## src/rtl/const_seq_pkg.sv

```systemverilog
// Shared types and helpers for the const_seq constant-sequence source.
package const_seq_pkg;

  typedef enum logic [1:0] {
    ST_IDLE,
    ST_RUN,
    ST_DONE
  } state_e;

  localparam int unsigned PASS_W = 16;

  // Index width for a table of the given depth; never narrower than one bit.
  function automatic int unsigned idx_width(input int unsigned depth);
    return (depth <= 1) ? 1 : $clog2(depth);
  endfunction

endpackage

```

## src/rtl/const_seq_if.sv

```systemverilog
// Handshake/bus bundle between const_seq (master) and its consumer (slave).
interface const_seq_if
  import const_seq_pkg::*;
#(
  parameter int unsigned WIDTH = 8,
  parameter int unsigned DEPTH = 4
);
  localparam int unsigned IDX_W = idx_width(DEPTH);

  logic              start;
  logic              loop;
  logic              ready;
  logic              valid;
  logic [WIDTH-1:0]  y;
  logic [IDX_W-1:0]  idx;
  logic              done;
  logic [PASS_W-1:0] passes;

  modport master (
    input  start, loop, ready,
    output valid, y, idx, done, passes
  );

  modport slave (
    output start, loop, ready,
    input  valid, y, idx, done, passes
  );

endinterface

```

## src/rtl/const_seq_rom.sv

```systemverilog
// Combinational lookup of one WIDTH-bit entry from the packed constant table.
module const_seq_rom #(
  parameter int unsigned               WIDTH = 8,
  parameter int unsigned               DEPTH = 4,
  parameter logic [DEPTH*WIDTH-1:0]    TABLE = {8'd9, 8'd7, 8'd5, 8'd3},
  parameter int unsigned               IDX_W = 2
) (
  input  logic [IDX_W-1:0] idx_i,
  output logic [WIDTH-1:0] data_o
);

  // Out-of-range indices (non-power-of-two DEPTH) read as zero.
  always_comb begin
    data_o = '0;
    for (int unsigned i = 0; i < DEPTH; i++) begin
      if (idx_i == IDX_W'(i)) data_o = TABLE[i*WIDTH +: WIDTH];
    end
  end

endmodule

```

## src/rtl/const_seq.sv

```systemverilog
// Constant-sequence source: plays a DEPTH-entry table over valid/ready.
// Define CONST_SEQ_LOOP_EN to honour the loop input (wrap instead of finishing).
module const_seq
  import const_seq_pkg::*;
#(
  parameter int unsigned            WIDTH    = 8,
  parameter int unsigned            DEPTH    = 4,
  parameter logic [DEPTH*WIDTH-1:0] TABLE    = {8'd9, 8'd7, 8'd5, 8'd3},
  parameter logic [WIDTH-1:0]       IDLE_VAL = 8'd3
) (
  input logic         clock,
  input logic         reset,
  const_seq_if.master bus
);

  localparam int unsigned      IDX_W    = idx_width(DEPTH);
  localparam logic [IDX_W-1:0] LAST_IDX = IDX_W'(DEPTH - 1);

`ifdef CONST_SEQ_LOOP_EN
  localparam bit LOOP_EN = 1'b1;
`else
  localparam bit LOOP_EN = 1'b0;
`endif

  state_e            state_q, state_d;
  logic [IDX_W-1:0]  idx_q, idx_d;
  logic [WIDTH-1:0]  y_q, y_d;
  logic              valid_q, valid_d;
  logic              done_q, done_d;
  logic [PASS_W-1:0] passes_q, passes_d;
  logic [WIDTH-1:0]  rom_data;

  // The ROM is addressed by the next index so y can be registered alongside it.
  const_seq_rom #(
    .WIDTH (WIDTH),
    .DEPTH (DEPTH),
    .TABLE (TABLE),
    .IDX_W (IDX_W)
  ) u_rom (
    .idx_i  (idx_d),
    .data_o (rom_data)
  );

  always_comb begin
    state_d  = state_q;
    idx_d    = idx_q;
    passes_d = passes_q;
    done_d   = 1'b0;
    case (state_q)
      ST_IDLE: begin
        idx_d = '0;
        if (bus.start) state_d = ST_RUN;
      end
      ST_RUN: begin
        if (bus.ready) begin
          if (idx_q == LAST_IDX) begin
            passes_d = passes_q + PASS_W'(1);
            idx_d    = '0;
            if (!(LOOP_EN && bus.loop)) begin
              state_d = ST_DONE;
              done_d  = 1'b1;
            end
          end else begin
            idx_d = idx_q + IDX_W'(1);
          end
        end
      end
      ST_DONE: begin
        idx_d   = '0;
        state_d = ST_IDLE;
      end
      default: begin
        idx_d   = '0;
        state_d = ST_IDLE;
      end
    endcase
    valid_d = (state_d == ST_RUN);
    y_d     = valid_d ? rom_data : IDLE_VAL;
  end

  always_ff @(posedge clock) begin
    if (reset) begin
      state_q  <= ST_IDLE;
      idx_q    <= '0;
      y_q      <= IDLE_VAL;
      valid_q  <= 1'b0;
      done_q   <= 1'b0;
      passes_q <= '0;
    end else begin
      state_q  <= state_d;
      idx_q    <= idx_d;
      y_q      <= y_d;
      valid_q  <= valid_d;
      done_q   <= done_d;
      passes_q <= passes_d;
    end
  end

  assign bus.valid  = valid_q;
  assign bus.y      = y_q;
  assign bus.idx    = idx_q;
  assign bus.done   = done_q;
  assign bus.passes = passes_q;

endmodule

```

## src/flat_wrapper.sv

```systemverilog
// flat-port wrapper written by rule: the top's interface ports become plain ports
module const_seq_flat import const_seq_pkg::*;
#(
  parameter int unsigned            WIDTH    = 8,
  parameter int unsigned            DEPTH    = 4,
  parameter logic [DEPTH*WIDTH-1:0] TABLE    = {8'd9, 8'd7, 8'd5, 8'd3},
  parameter logic [WIDTH-1:0]       IDLE_VAL = 8'd3
)
  (clock, reset, bus_start, bus_loop, bus_ready, bus_valid, bus_y, bus_idx, bus_done, bus_passes);
  const_seq_if #(.WIDTH(WIDTH), .DEPTH(DEPTH)) bus_i ();
  input logic clock;
  input logic reset;
  input wire logic [$bits(bus_i.start)-1:0] bus_start;
  input wire logic [$bits(bus_i.loop)-1:0] bus_loop;
  input wire logic [$bits(bus_i.ready)-1:0] bus_ready;
  output wire logic [$bits(bus_i.valid)-1:0] bus_valid;
  output wire logic [$bits(bus_i.y)-1:0] bus_y;
  output wire logic [$bits(bus_i.idx)-1:0] bus_idx;
  output wire logic [$bits(bus_i.done)-1:0] bus_done;
  output wire logic [$bits(bus_i.passes)-1:0] bus_passes;
  assign bus_i.start = bus_start;
  assign bus_i.loop = bus_loop;
  assign bus_i.ready = bus_ready;
  assign bus_valid = bus_i.valid;
  assign bus_y = bus_i.y;
  assign bus_idx = bus_i.idx;
  assign bus_done = bus_i.done;
  assign bus_passes = bus_i.passes;
  const_seq #(.WIDTH(WIDTH), .DEPTH(DEPTH), .TABLE(TABLE), .IDLE_VAL(IDLE_VAL)) u_core (.clock(clock), .reset(reset), .bus(bus_i));
endmodule
```

## config.mk

```make
export PLATFORM = sky130hd
export DESIGN_NAME = const_seq_flat
export DESIGN_NICKNAME = d
export VERILOG_FILES = /design/src/rtl/const_seq_pkg.sv /design/src/rtl/const_seq_if.sv /design/src/rtl/const_seq_rom.sv /design/src/rtl/const_seq.sv /design/src/flat_wrapper.sv
export SDC_FILE = /design/constraint.sdc
export NUM_CORES = 1
export LEC_CHECK = 0
export BUFFER_PORTS_ARGS = -buffer_cell sky130_fd_sc_hd__buf_2
export CAP_MARGIN = 20
export CORE_MARGIN = 2
export CORE_UTILIZATION = 52
export DETAILED_ROUTE_END_ITERATION = 12
export PLACE_DENSITY_LB_ADDON = 0.05
export RECOVER_POWER = 25
export SYNTH_ARGS = -nofsm -noshare
export SYNTH_HDL_FRONTEND = slang
export SYNTH_SLANG_ARGS = --single-unit
export TNS_END_PERCENT = 5
```

## constraint.sdc

```tcl
create_clock -name clock -period 3.8 [get_ports clock]
set_clock_uncertainty 0.1 [all_clocks]
set_input_delay 0.38 -clock clock [delete_from_list [all_inputs] [get_ports clock]]
set_output_delay 0.38 -clock clock [all_outputs]
set_load 0.05 [all_outputs]
```

==> key figures, run 1 <==
Flow run
  • Max-cap check violation count: 0

Worst setup path
  • Reg-to-reg endpoint: u_core.bus.passes[15]
  • CP startpoint kind: flip-flop
  • R2R setup slack: ~1500 ps
  • Crit path kind: flip-flop to flip-flop
  • Critical path arrival: ~2500 ps
  • R2R depth: 5
  • Worst Path Required: 3960 ps
  • Crit Path Max Fanout: 12
  • RR Startpoint: u_core.bus.idx[0]
  • Critical Path End Type: flip-flop

Die
  • Starting Density: 56.1%
  • I/O pins: 33
  • # rows: 16
  • Die W: between 50 and 60 um
  • Core Region: 0.00198 mm^2
  • Die ar.: 0.00252 mm^2
  • DIE HEIGHT: about 50 um

STA
  • Max Freq: roughly 430 MHz
  • RSZ-0062 raised after global routing: false
  • Slew headroom: 60.2%
  • Final Cycle Share: between 60% and 70%
  • Max Slew Vio Count: 0
  • Setup TNS: 0 ps
  • Min Tclk post-route: 2320 ps
  • Worst Tran Pin Value: just under 600 ps
  • Final setup violation count: 0
  • Final Hold Fails: 0

Final layout
  • Area Overhead vs Synth: 14.2%
  • FILL cells: 189
  • Finished Layout Cells: ~180
  • N_diodes: 0
  • NumNets Final: between 150 and 200
  • Commonest non-fill, non-tap cell in the layout: dfxtp_1
  • Fraction of layout cells with a size suffix above 1: 18.7%
  • Final Core Density: 64.0%
  • Most frequent cells in the layout: 26 x dfxtp_1, 19 x buf_2, 15 x nor2_1

Pwr
  • Switch share: a little under a quarter
  • Int Pwr: about 0.34 mW
  • P per Cell Area: 349 mW/mm^2
  • Comb power frac: approximately 7%
  • P_sw: between 0.1 and 0.15 mW
  • LEAKAGE: 0.546 nW
  • Worst vdd rail ir drop: 0.000328 V
  • Sequential Power Share: about 63%
  • Clk pwr share: a little under a third

Clock network
  • Skew-Pair Late Insertion Delay: 310 ps
  • CTS Sinks: 26
  • H-tree depth: 1
  • TritonCTS clock tree: done
  • Clk pin slew, worst setup/hold paths: roughly 130 ps
  • Total CTS buffers: 3
  • CTS max path bufs: 2
  • Post-cts resize count: 0
  • Hold Buf Count CTS: 0
  • CTS Root Cell: clkbuf_4
  • Post CTS Setup Buffer Count: 0

Logic synthesis
  • Seq/Total Area, Yosys: a little under half
  • Yosys warns: 0
  • Synth unique cells: 29
  • Leading area contributor after synthesis: dfxtp_1
  • Avg Cell Area, Syn: 8.96 um^2
  • Cells after Synth: 124
  • Mapped cell area: ~0.0011 mm^2
  • Top cells by area, synth: dfxtp_1 47%, nor2_1 5.1%, xnor2_1 4.7%, ha_1 4.5%, nand2_1 4.4%
  • Yosys reg bits: 26
  • Synth top area share: ~47%

Placed design
  • Hpwl dp: about 1.5 mm
  • RePlAce Congestion: approximately 0.73
  • I/O Buffers: 27
  • Cell total after placement: ~170

GRT
  • Total track usage: around 17%
  • Vias in the first global route: between 800 and 900
  • First-pass GRT wire length: 3.29 mm
  • Largest net degree at the start of global routing: 21
  • Initial antenna violation count: 0
  • Total grt overflow: 0

Min path
  • Hold path start: reset
  • Hold path endpoint: u_core.bus.passes[11]
  • Hold WC Path Type: input pin to flip-flop
  • Hold depth: 2

Routing
  • Via Count: a little under 900
  • DR WL/cell: between 10 and 15 um
  • Router iterations before antenna repair: 4
  • Vias/cell: slightly above 5
  • Antenna Nets Post-Route: 0
  • Routed WL: between 1.5 and 2 mm
  • Initial DRC count: 11
  • # DRC: 0

Run status
  • Status: finished clean
-- power by group through the flow --
| stage | Sequential [mW] | Clock, mW | Combinational, mW |
|---|---|---|---|
| after floorplan | 0.291 | 0 | 0.0212 |
| after global placement | 0.283 | 0 | 0.0313 |
| after detailed placement | 0.283 | 0 | 0.0315 |
| after CTS | 0.277 | 0.139 | 0.0316 |
| after global routing | 0.278 | 0.147 | 0.0340 |
| final | 0.277 | 0.134 | 0.0311 |
-- cell type report --
type	count	area (um^2)	share of cell area, %
Multi-Input combinational cell	88	534	42.1
Sequential cell	26	520	41.0
Timing Repair Buffer	27	125	9.86
Clock buffer	4	36.3	2.86
Tap cell	27	33.8	2.66
Inverter	5	18.8	1.48
-- state kept, by name, indices dropped and copies added, names as in the netlist --
name / count
u_core.bus.done: 1
u_core.bus.y: 4
u_core.bus.passes: 16
u_core.state_q: 2
u_core.bus.idx: 2
u_core.bus.valid: 1
-- cell usage after synthesis --
library cell / instances
or4_4: 1
nand4_2: 1
nor4_1: 2
or4_1: 1
or3_1: 4
nand3_1: 4
mux2_2: 2
a21oi_1: 6
nor3_1: 3
nand4_1: 2
o21ai_0: 6
ha_1: 4
nor2_1: 15
and2_1: 1
nor2b_1: 1
nand4b_1: 3
xor2_1: 4
and3_1: 2
nand2_1: 13
or4_2: 1
and4b_1: 1
clkbuf_4: 1
nor3b_1: 1
dfxtp_1: 26
inv_1: 5
clkbuf_1: 3
buf_4: 4
xnor2_1: 6
conb_1: 1
-- kinds of logic (layout without fill, tap and decap cells) --
family,count (synthesis),count (layout),share of synthesized area [%]
mux,2,2,2.03
other cells,1,4,0.338
compound gates,12,12,5.41
buf+inv,13,36,6.08
flops,26,26,46.8
xor+xnor,10,10,7.88
simple gates,56,56,26.9
fa+ha+maj,4,4,4.50
-- stage by stage --
step	power, mW	setup slack [ps]	instance area, um^2	hold slack [ps]
final	0.442	1480	1270	339
after CTS	0.447	1470	1280	329
after detailed placement	0.315	1490	1240	376
after global placement	0.314	1560	1240	364
after global routing	0.459	1320	1270	354
after floorplan	0.312	1500	1120	445
-- worst max-delay path by stage --
stage	start	endpoint	slack, ps	cells past startpoint
after floorplan	u_core.bus.idx[0]	u_core.bus.y[0]	1500	7
after global placement	u_core.bus.idx[0]	u_core.bus.passes[15]	1560	5
after detailed placement	u_core.bus.idx[0]	u_core.bus.passes[15]	1490	5
after CTS	u_core.bus.idx[0]	u_core.bus.passes[15]	1470	5
after global routing	u_core.bus.idx[0]	u_core.bus.passes[15]	1320	5
final	u_core.bus.idx[0]	u_core.bus.passes[15]	1480	5
-- critical path, cell delays in order, from the launching register on --
cell and delay (ps):
dfxtp_1 390, ha_1 220, nand4b_1 370, or4_4 680, or3_1 370, a21oi_1 140
-- routing by layer --
metal / GRT usage, % / vias to the layer above / wire length, um
li1: - / 467 / -
met1: 19.7 / 408 / 912
met2: 29.6 / 15 / 953
met3: 3.57 / 4 / 65
met4: 7.41 / 0 / 36
met5: 0 / - / 0
(Power assumes the default switching activity.)
==> inputs of run 2 (changes only) <==
--- a/config.mk
+++ b/config.mk
@@ -8,7 +8,7 @@
 export BUFFER_PORTS_ARGS = -buffer_cell sky130_fd_sc_hd__buf_2
 export CAP_MARGIN = 20
 export CORE_MARGIN = 2
-export CORE_UTILIZATION = 52
+export CORE_UTILIZATION = 49
 export DETAILED_ROUTE_END_ITERATION = 12
 export PLACE_DENSITY_LB_ADDON = 0.05
 export RECOVER_POWER = 25
==> constraint.sdc (replaced) <==
create_clock -name clock -period 2.2 [get_ports clock]
set_clock_uncertainty 0.1 [all_clocks]
set_input_delay 0.22 -clock clock [delete_from_list [all_inputs] [get_ports clock]]
set_output_delay 0.22 -clock clock [all_outputs]
set_load 0.05 [all_outputs]
==> run 2 against run 1 <==
- count of clock-buffer cells in the layout decreased by 1
- hold slack worse by 160 ps
- first-iteration DRC count decreased by 18%
- final cell count rose by 1.1%
- clock power up 43%
- via count rose by 0.56%
- non-clock buffer count up 2
- routed wire length up 0.51%
- critical path depth rose by 2
- die area increased by 5.6%
- largest cell class unchanged
- highest routed layer unchanged
==> key figures, run 2 (synthesis gave the netlist of run 1 again) <==
Run status
  • Status: finished clean

Routing
  • Initial DRC count: 9 (-2)
  • Met1 WL: 891 um (-2.3%)
  • # DRC: 0 (unchanged)
  • Routed WL: 1.98 mm (+0.51%)
  • Wire length on met2: 995 um (+4.4%)
  • Router iterations before antenna repair: 4 (unchanged)
  • Antenna Nets Post-Route: 0 (unchanged)
  • Highest routed layer: met4
  • DR WL/cell: 11.1 um (-0.61%)
  • Via Count: 899 (+0.56%)
  • Vias/cell: 5.02 (-0.56%)
  • Met3 WL post-DR: 73 um (+12%)

Worst setup path
  • CP startpoint kind: flip-flop
  • Crit Path Max Fanout: 4 (-8)
  • Worst path top cell family by delay: simple AND/OR/NAND/NOR gates
  • Crit path kind: flip-flop to flip-flop
  • Crit path depth: 7 (+2)
  • Critical Path End Type: flip-flop
  • Critical path arrival: 2080 ps (-400 ps)
  • Worst Path Buf+Inv: 1 (+1)
  • Crit. Startpoint: u_core.bus.idx[0]
  • Reg-to-reg endpoint: u_core.bus.y[0]
  • RR Startpoint: u_core.bus.idx[0]
  • Worst Path Required: 2300 ps (-1660 ps)
  • Crit-path cells: ha_1 -> nor2_1 -> mux2_2 -> nand2_1 -> inv_1 -> ha_1 -> or4_1
  • Most common cell on crit path: ha_1
  • Worst Setup EP: u_core.bus.y[0]
  • CP max stage delay: 490 ps (-190 ps)
  • R2R depth: 7 (+2)
  • R2R setup slack: 220 ps (-1260 ps)
  • Crit-path slowest cell: or4_1

Final layout
  • N_diodes: 0 (unchanged)
  • Commonest non-fill, non-tap cell in the layout: dfxtp_1
  • Area Overhead vs Synth: 14.1% (about the same)
  • Fraction of layout cells with a size suffix above 1: 18.5% (-0.12 points)
  • NumNets Final: 162 (+1.3%)
  • Most frequent cells in the layout: 24 x dfxtp_1, 17 x buf_2, 15 x nor2_1
  • FILL cells: 228 (+21%)
  • Final Core Density: 58.4% (-5.6 points)
  • Largest register FFs: 16 (unchanged)

Clock network
  • Skew-Pair Late Insertion Delay: 300 ps (about the same)
  • Post-cts resize count: 0 (unchanged)
  • Total CTS buffers: 3 (unchanged)
  • CTS Sinks: 26 (unchanged)
  • CTS max path bufs: 2 (unchanged)
  • Clk pin slew, worst setup/hold paths: 130 ps (about the same)
  • Post CTS Setup Buffer Count: 0 (unchanged)
  • CTS Root Cell: clkbuf_4
  • H-tree depth: 1 (unchanged)
  • Hold Buf Count CTS: 0 (unchanged)
  • TritonCTS clock tree: done

STA
  • Max Slew Vio Count: 0 (unchanged)
  • Max Freq: 504 MHz (+17%)
  • Min Tclk post-route: 1980 ps (-342 ps)
  • Slew headroom: 60.6% (+0.37 points)
  • Final setup violation count: 0 (unchanged)
  • WHS: 183 ps (-157 ps)
  • Final Hold Fails: 0 (unchanged)
  • Setup TNS: 0 ps (unchanged)
  • RSZ-0062 raised after global routing: false
  • Worst Tran Pin Value: 593 ps (+2.48 ps)
  • Final Cycle Share: 90.1% (+29 points)

GRT
  • First-pass GRT wire length: 3.41 mm (+3.6%)
  • Total grt overflow: 0 (unchanged)
  • Initial antenna violation count: 0 (unchanged)
  • Largest net degree at the start of global routing: 21 (unchanged)
  • Vias in the first global route: 835 (+3.6%)
  • Total track usage: 16.8% (-0.070 points)

Placed design
  • I/O Buffers: 27 (unchanged)
  • RePlAce Congestion: 0.754 (+2.7%)
  • Hpwl dp: 1.50 mm (+1.6%)

Pwr
  • Worst vdd rail ir drop: 0.000304 V (-7.2%)
  • LEAKAGE: 0.536 nW (-1.7%)
  • P per Cell Area: 570 mW/mm^2 (+64%)

Die
  • Core Region: 0.00217 mm^2 (+9.5%)
  • I/O pins: 33 (unchanged)
  • Die W: 51.6 um (+2.8%)
  • DIE HEIGHT: 51.6 um (+2.8%)
  • # rows: 17 (+1)
  • Die ar.: 0.00266 mm^2 (+5.6%)
  • Starting Density: 51.2% (-4.8 points)

Flow run
  • Max-cap check violation count: 0 (unchanged)

Min path
  • Hold WC Path Type: input pin to flip-flop
## run 2: cell types whose count changed in the layout (fill, tap and decap cells not counted), sizes merged
cell    before  now
clkbuf      12   14
buf         19   18
## run 2: worst register-to-register path, cell delays in order, from the launching register on
cell     delay [ps]
dfxtp_2         370
ha_1            200
nor2_1           60
mux2_2          260
nand2_1         110
inv_1            70
ha_1            220
or4_1           490
## run 2: power breakdown
group	switching, mW	total (mW)	internal, mW
logic	0.0438	0.0534	0.00959
registers	0.00291	0.479	0.476
clock network	0.127	0.191	0.0638
## run 2: layout make-up
| type | count | area, um^2 | share of cell area (%) |
|---|---|---|---|
| clock buffers | 3 | 22.5 | 1.78 |
| well taps | 28 | 35.0 | 2.76 |
| inverters | 5 | 18.8 | 1.48 |
| multi-input cells | 88 | 534 | 42.2 |
| flip-flops and latches | 26 | 523 | 41.3 |
| repair buffers | 29 | 134 | 10.6 |
## run 2: how the worst min path moves through the flow
stage | startpoint | endpoint | slack (ps) | cells after the start
2_1_floorplan | reset | u_core.bus.idx[0] | 340 | 2
3_3_place_gp | u_core.bus.passes[15] | u_core.bus.passes[15] | 360 | 2
3_5_place_dp | u_core.bus.passes[15] | u_core.bus.passes[15] | 380 | 2
4_1_cts | reset | u_core.bus.passes[8] | 180 | 2
5_1_grt | reset | u_core.bus.passes[5] | 190 | 2
6_report | reset | u_core.state_q[1] | 180 | 2
## run 2: stage by stage
stage	setup WS (ps)	power, mW	cells	cell area, um^2
2_1_floorplan	32.2	0.539	127	1120
6_report	218	0.723	179	1270
3_5_place_dp	219	0.544	176	1260
3_3_place_gp	257	0.543	176	1260
5_1_grt	39.0	0.754	179	1270
4_1_cts	188	0.735	179	1280
## run 2: layer usage
layer  track usage (%)  up-vias
met4              7.89        0
met1              21.0      419
met5                 0        -
met3              2.87        2
li1                  -      465
met2              28.2       13
